===== src/rtl/cdi_bus_pkg.sv =====
// Shared types and address map for the 68070-side bus arbiter.
package cdi_bus_pkg;

  typedef enum logic [2:0] {
    REG_NONE   = 3'd0,
    REG_MCD212 = 3'd1,
    REG_DVC    = 3'd2,
    REG_CDIC   = 3'd3,
    REG_SLAVE  = 3'd4,
    REG_MK48   = 3'd5,
    REG_BUSERR = 3'd6
  } region_t;

  // Arbiter FSM encoding kept as plain constants so older tools can read the state register.
  typedef logic [2:0] state_t;
  localparam state_t ST_IDLE    = 3'd0;
  localparam state_t ST_WAIT    = 3'd1;
  localparam state_t ST_DONE    = 3'd2;
  localparam state_t ST_ERR     = 3'd3;
  localparam state_t ST_RECOVER = 3'd4;

  // Byte-address map (A = {addr, 1'b0}), inclusive bounds.
  localparam logic [23:0] MCD212_LO_LIMIT = 24'h27FFFF;
  localparam logic [23:0] MCD212_HI_BASE  = 24'h400000;
  localparam logic [23:0] MCD212_HI_LIMIT = 24'h4FFFFF;
  localparam logic [23:0] DVC_LO_BASE     = 24'hD00000;
  localparam logic [23:0] DVC_LO_LIMIT    = 24'hDFFFFF;
  localparam logic [23:0] DVC_HI_BASE     = 24'hE80000;
  localparam logic [23:0] DVC_HI_LIMIT    = 24'hEFFFFF;
  localparam logic [23:0] CDIC_BASE       = 24'h300000;
  localparam logic [23:0] CDIC_LIMIT      = 24'h30FFFF;
  localparam logic [23:0] SLAVE_BASE      = 24'h310000;
  localparam logic [23:0] SLAVE_LIMIT     = 24'h31FFFF;
  localparam logic [23:0] MK48_BASE       = 24'h320000;
  localparam logic [23:0] MK48_LIMIT      = 24'h32FFFF;
  localparam logic [23:0] BUSERR_LO_BASE  = 24'h500000;
  localparam logic [23:0] BUSERR_LO_LIMIT = 24'hCFFFFF;
  localparam logic [23:0] BUSERR_HI_BASE  = 24'hF00000;

  // One master's access request as seen by the arbiter.
  typedef struct packed {
    logic [22:0] addr;
    logic [15:0] wdata;
    logic        write;
    logic        uds;
    logic        lds;
  } bus_req_t;

  function automatic logic in_range(input logic [23:0] a, input logic [23:0] lo,
                                    input logic [23:0] hi);
    return (a >= lo) && (a <= hi);
  endfunction

endpackage


===== src/rtl/cdi_addr_decode.sv =====
// Combinational address decoder: word address -> target region.
module cdi_addr_decode
  import cdi_bus_pkg::*;
(
  input  logic [22:0] addr,
  output region_t     region
);

  logic [23:0] byte_addr;
  assign byte_addr = {addr, 1'b0};

  // Ranges are disjoint; anything not listed is an unpopulated hole (REG_NONE).
  always_comb begin
    region = REG_NONE;
    if ((byte_addr <= MCD212_LO_LIMIT) ||
        in_range(byte_addr, MCD212_HI_BASE, MCD212_HI_LIMIT))
      region = REG_MCD212;
    else if (in_range(byte_addr, DVC_LO_BASE, DVC_LO_LIMIT) ||
             in_range(byte_addr, DVC_HI_BASE, DVC_HI_LIMIT))
      region = REG_DVC;
    else if (in_range(byte_addr, CDIC_BASE, CDIC_LIMIT))
      region = REG_CDIC;
    else if (in_range(byte_addr, SLAVE_BASE, SLAVE_LIMIT))
      region = REG_SLAVE;
    else if (in_range(byte_addr, MK48_BASE, MK48_LIMIT))
      region = REG_MK48;
    else if (in_range(byte_addr, BUSERR_LO_BASE, BUSERR_LO_LIMIT) ||
             (byte_addr >= BUSERR_HI_BASE))
      region = REG_BUSERR;
  end

endmodule


===== src/rtl/cdi_bus_arbiter.sv =====
// Two-master (CPU m0, CDIC DMA m1) arbiter onto a single slave port with
// watchdog bus-error and a DMA burst limit that guarantees the CPU a slot.
module cdi_bus_arbiter
  import cdi_bus_pkg::*;
#(
  parameter int TIMEOUT_CYCLES = 1024,
  parameter int DMA_BURST_MAX  = 8
) (
  input  logic        clk30,
  input  logic        reset_n,
  input  logic        m0_req,
  input  logic [22:0] m0_addr,
  input  logic [15:0] m0_wdata,
  input  logic        m0_write,
  input  logic        m0_uds,
  input  logic        m0_lds,
  output logic        m0_ack,
  output logic        m0_err,
  output logic [15:0] m0_rdata,
  input  logic        m1_req,
  input  logic [22:0] m1_addr,
  input  logic [15:0] m1_wdata,
  input  logic        m1_write,
  input  logic        m1_uds,
  input  logic        m1_lds,
  output logic        m1_ack,
  output logic        m1_err,
  output logic [15:0] m1_rdata,
  output logic        s_valid,
  output region_t     s_region,
  output logic [22:0] s_addr,
  output logic [15:0] s_wdata,
  output logic        s_write,
  output logic        s_uds,
  output logic        s_lds,
  input  logic        s_ack,
  input  logic [15:0] s_rdata,
  output logic        grant_dma
);

  localparam int WW = (TIMEOUT_CYCLES > 2) ? $clog2(TIMEOUT_CYCLES) : 1;
  localparam int BW = $clog2(DMA_BURST_MAX + 1);
  localparam logic [WW-1:0] WD_LAST   = WW'(TIMEOUT_CYCLES - 1);
  localparam logic [BW-1:0] BURST_LIM = BW'(DMA_BURST_MAX);

  state_t        state;
  logic          owner;      // 1 = m1 (DMA) owns the current access
  bus_req_t      req_q;
  region_t       region_q;
  logic [15:0]   rdata_q;
  logic [WW-1:0] wd;
  logic [BW-1:0] burst_cnt;

  bus_req_t m0_bus, m1_bus, sel_bus;
  region_t  sel_region;
  logic     pick_m1;

  assign m0_bus = '{addr: m0_addr, wdata: m0_wdata, write: m0_write, uds: m0_uds, lds: m0_lds};
  assign m1_bus = '{addr: m1_addr, wdata: m1_wdata, write: m1_write, uds: m1_uds, lds: m1_lds};

  // DMA normally wins a tie; once it has taken DMA_BURST_MAX grants past a waiting CPU, the CPU goes.
  assign pick_m1 = m1_req && !(m0_req && (burst_cnt == BURST_LIM));
  assign sel_bus = pick_m1 ? m1_bus : m0_bus;

  cdi_addr_decode u_decode (
    .addr   (sel_bus.addr),
    .region (sel_region)
  );

  // Access sequencer: latch the winner in IDLE, run the slave handshake, report, recover.
  always_ff @(posedge clk30 or negedge reset_n) begin
    if (!reset_n) begin
      state    <= ST_IDLE;
      owner    <= 1'b0;
      req_q    <= '0;
      region_q <= REG_NONE;
      rdata_q  <= '0;
      wd       <= '0;
    end else begin
      case (state)
        ST_IDLE: begin
          if (m0_req || m1_req) begin
            owner    <= pick_m1;
            req_q    <= sel_bus;
            region_q <= sel_region;
            rdata_q  <= '0;
            wd       <= '0;
            if (sel_region == REG_BUSERR || (!sel_bus.uds && !sel_bus.lds))
              state <= ST_ERR;
            else if (sel_region == REG_NONE)
              state <= ST_DONE;
            else
              state <= ST_WAIT;
          end
        end
        ST_WAIT: begin
          // A completion arriving on the final watchdog cycle still counts as success.
          if (s_ack) begin
            rdata_q <= s_rdata;
            state   <= ST_DONE;
          end else if (wd == WD_LAST) begin
            state <= ST_ERR;
          end else begin
            wd <= wd + 1'b1;
          end
        end
        ST_DONE, ST_ERR: state <= ST_RECOVER;
        ST_RECOVER:      state <= ST_IDLE;
        default:         state <= ST_IDLE;
      endcase
    end
  end

  // Fairness counter: counts DMA grants taken while the CPU was also waiting.
  always_ff @(posedge clk30 or negedge reset_n) begin
    if (!reset_n) begin
      burst_cnt <= '0;
    end else if (state == ST_IDLE) begin
      if (!m0_req)
        burst_cnt <= '0;
      else if (pick_m1) begin
        if (burst_cnt != BURST_LIM)
          burst_cnt <= burst_cnt + 1'b1;
      end else
        burst_cnt <= '0;
    end
  end

  // Slave port is only driven during WAIT so it reads as idle zeros otherwise.
  assign s_valid   = (state == ST_WAIT);
  assign s_region  = s_valid ? region_q : REG_NONE;
  assign s_addr    = s_valid ? req_q.addr : '0;
  assign s_wdata   = s_valid ? req_q.wdata : '0;
  assign s_write   = s_valid & req_q.write;
  assign s_uds     = s_valid & req_q.uds;
  assign s_lds     = s_valid & req_q.lds;
  assign grant_dma = s_valid & owner;

  assign m0_ack   = (state == ST_DONE) && !owner;
  assign m1_ack   = (state == ST_DONE) &&  owner;
  assign m0_err   = (state == ST_ERR)  && !owner;
  assign m1_err   = (state == ST_ERR)  &&  owner;
  assign m0_rdata = m0_ack ? rdata_q : '0;
  assign m1_rdata = m1_ack ? rdata_q : '0;

endmodule


===== config.mk =====
export PLATFORM = sky130hd
export DESIGN_NAME = cdi_bus_arbiter
export DESIGN_NICKNAME = d
export VERILOG_FILES = /design/src/rtl/cdi_bus_pkg.sv /design/src/rtl/cdi_addr_decode.sv /design/src/rtl/cdi_bus_arbiter.sv
export SDC_FILE = /design/constraint.sdc
export NUM_CORES = 1
export LEC_CHECK = 0
export CORE_MARGIN = 5
export CORE_UTILIZATION = 42
export CTS_CLUSTER_DIAMETER = 60
export DETAILED_ROUTE_END_ITERATION = 8
export PLACE_DENSITY = 0.8
export SLEW_MARGIN = 40
export SYNTH_ARGS = -nofsm -noshare
export SYNTH_HDL_FRONTEND = slang
export SYNTH_SLANG_ARGS = --single-unit

===== constraint.sdc =====
create_clock -name clk30 -period 5.7 [get_ports clk30]
set_clock_uncertainty 0.2 [all_clocks]
set_input_delay 0.855 -clock clk30 [delete_from_list [all_inputs] [get_ports clk30]]
set_output_delay 0.855 -clock clk30 [all_outputs]
set_load 0.1 [all_outputs]

==> flow_metrics.py <==
metrics = {
    "logic_synthesis": {
        "synthesis.area_um2": 4490,
        "netlist_instances": 559,
        "synth_area_leaders": "dfrtp_1 44%, nand2_1 11%, and3_1 6.8%",
        "syn_avg_cell_area_um2": 8.04,
        "yosys_warnings": 0,
        "synth_edf_count": 0,
        "yosys.area.top_type": "dfrtp_1",
        "synth_seq_area_share": 0.440,
        "synth_nets": 667,
        "synth.distinct_cells": 51,
        "synth_common_cells": "133 x nand2_1, 79 x dfrtp_1, 59 x nor2_1, 49 x and3_1, 44 x a31oi_1",
        "yosysMostFrequentCell": "nand2_1",
        "ys.flop_type": "dfrtp_1",
        "ys_ff_latch": 79,
        "yosys.area.top_type_share": 0.440,
        "synthArstFlopShare": 1.00,
    },
    "clock_network": {
        "cts_buffers": 9,
        "cts.sinks": 79,
        "h-tree-depth": 3,
        "tritoncts": "done",
        "cts.path.max_buffers": 2,
        "cts_setup_buffers": 0,
        "clk_pin_slew_ns": 0.09,
        "cts_hold_buf": 0,
        "clock_latency_ns": 0.35,
        "root_buffer": "clkbuf_8",
        "cts_resized": 0,
    },
    "route": {
        "wirelength_um": 13900,
        "drc": 0,
        "dr_wl_met2_um": 6330,
        "met1Wirelength_um": 5840,
        "dr.pass1.iters": 5,
        "num_vias": 4647,
        "wl_met3_um": 1510,
        "wl_per_cell_um": 16.1,
        "drt-vias-per-instance": 5.39,
        "final_antenna_net_count": 0,
        "drt_first_iter_violations": 295,
        "highest_layer": "met4",
    },
    "placed_design": {
        "hpwlAfterDp_um": 10200,
        "place_congestion": 0.858,
        "portBuffers": 187,
    },
    "worst_setup_path": {
        "critPathMaxStageDelay_ns": 0.55,
        "reg2regPathDepth": 8,
        "reg2reg_from": "burst_cnt[0]$_DFFE_PN0P_",
        "critPathKind": "reg -> out",
        "worst_ep_arrival_time_ns": 2.53,
        "cp_cell_sequence": "nor2_2 > buf_4 > nand2_1 > inv_1 > buf_2",
        "crit_path_top_delay_cell": "buf_2",
        "r2r-end": "state[1]$_DFFE_PN0P_",
        "required_ns": 4.64,
        "cp-end-kind": "output port",
        "startpoint_type": "flip-flop",
        "path_max_fanout": 49,
        "regToRegSetupSlack_ns": 2.78,
    },
    "power_and_ir_drop": {
        "leakage_nw": 3.00,
        "p_per_area_nw_per_um2": 578,
        "ir_drop_mv": 0.376,
    },
    "floorplan": {
        "rows": 37,
        "ios": 188,
        "coreArea_um2": 10400,
        "initial_core_util": 0.433,
        "die_h_um": 113,
        "die-area_um2": 12900,
        "die_w_um": 113,
    },
    "timing": {
        "fmaxAchievable_ghz": 0.279,
        "max_slew_margin": 0.514,
        "hold_viol": 0,
        "hold_slack_ns": 0.280,
        "drv_slew": 0,
        "period_share": 0.629,
        "finalSetupTns_ns": 0,
        "fin_crit_ns": 3.59,
        "worst_slew_pin_slew_ns": 0.728,
        "rsz0062_at_grt": "no",
        "setup_viol": 0,
    },
    "layout": {
        "utilization": 0.603,
        "nets": 829,
        "syn2layout_area_growth_pct": 39.2,
        "diodes": 0,
        "layout-drive-gt1-share": 0.160,
    },
    "grt": {
        "grt.total_usage": 0.214,
        "grt_pass1_wl_um": 22500,
        "grt-ovfl-total": 0,
        "grt_pass1_vias": 4585,
        "antenna_found_initial": 0,
        "grt_max_degree": 95,
    },
    "min_path": {
        "min_delay_worst_endpoint": "region_q[1]$_DFFE_PN0P_",
        "whs_path_depth": 2,
        "hold_path.class": "reg -> reg",
        "hold_start": "region_q[1]$_DFFE_PN0P_",
    },
    "run": {
        "maxCapViolCount": 0,
    },
    "status": {
        "status": "finished, final reports clean",
    },
}
==> power breakdown <==
part,switching [mW],internal [mW],leakage (nW)
clock network,0.216,0.248,0.107
logic,1.73,0.466,1.93
registers,0.151,0.803,0.966
total,2.10,1.52,3.00
==> how the worst max path moves through the flow <==
stage / from / endpoint
CTS: state[2]$_DFFE_PN0P_ / s_valid
floorplan: state[2]$_DFFE_PN0P_ / m0_rdata[10]
finish: state[2]$_DFFE_PN0P_ / s_valid
detailed placement: m0_req / state[1]$_DFFE_PN0P_
global placement: state[1]$_DFFE_PN0P_ / s_valid
global route: state[2]$_DFFE_PN0P_ / s_valid
==> cell families (layout without fill, tap and decap cells) <==
group | count (synthesis) | count (layout) | synth area share
AOI/OAI and AO/OA | 94 | 94 | 0.132
xor gates and xnor gates | 9 | 9 | 0.0175
adders and majority gates | 3 | 3 | 0.00836
buffers and inverters | 45 | 212 | 0.0437
DFF | 79 | 79 | 0.440
muxes | 2 | 2 | 0.00446
and+or+nand+nor | 327 | 327 | 0.354
==> through the flow <==
| step | std cells | power, mW | setup slack [ns] | instance area [µm²] |
|---|---|---|---|---|
| global route | 862 | 3.83 | 1.91 | 6250 |
| detailed placement | 846 | 3.18 | 2.06 | 6040 |
| finish | 862 | 3.62 | 2.11 | 6250 |
| global placement | 846 | 3.26 | 1.86 | 6360 |
| floorplan | 559 | 2.73 | 1.74 | 4490 |
| CTS | 862 | 3.64 | 2.09 | 6250 |
==> sequential cells by signal, summed over array words and instances (netlist names) <==
name       flops
rdata_q       16
owner          1
burst_cnt      4
state          3
req_q         42
wd            10
region_q       3
==> cells in the final DEF, fill, tap and decap left out, types with 3 or more instances in the layout <==
master	instances
a31oi_1	44
nand4b_1	4
and2_1	34
dfrtp_1	79
nand3_1	11
nor2_1	58
nand2_1	133
nor3_1	6
or3_1	4
clkdlybuf4s50_1	103
ha_1	3
clkbuf_8	9
xnor2_1	5
buf_2	66
nand4_1	4
o211a_1	3
a21oi_1	9
buf_4	22
nor4_1	3
xor2_1	4
o21ai_0	21
inv_1	3
and3_1	49
==> worst max-delay path: cells and delay by family (launching register included) <==
kind	cells	cell delay, ns
buffers and inverters	3	1.46
DFF	1	0.43
and+or+nand+nor	2	0.27
==> routing by layer <==
layer	up-vias	GRT usage
met5	-	0
met4	0	0.0697
met3	19	0.0854
met2	224	0.350
met1	2157	0.259
li1	2247	-
==> final cells by class <==
class	count	area, µm²
Fill cell	940	4120
Multi-Input combinational cell	435	2330
Sequential cell	79	1980
Timing Repair Buffer	193	1550
Tap cell	136	170
Clock buffer	11	131
Clock inverter	5	82.6
Inverter	3	11.3
Note: power is estimated with default switching activity, not from simulation.
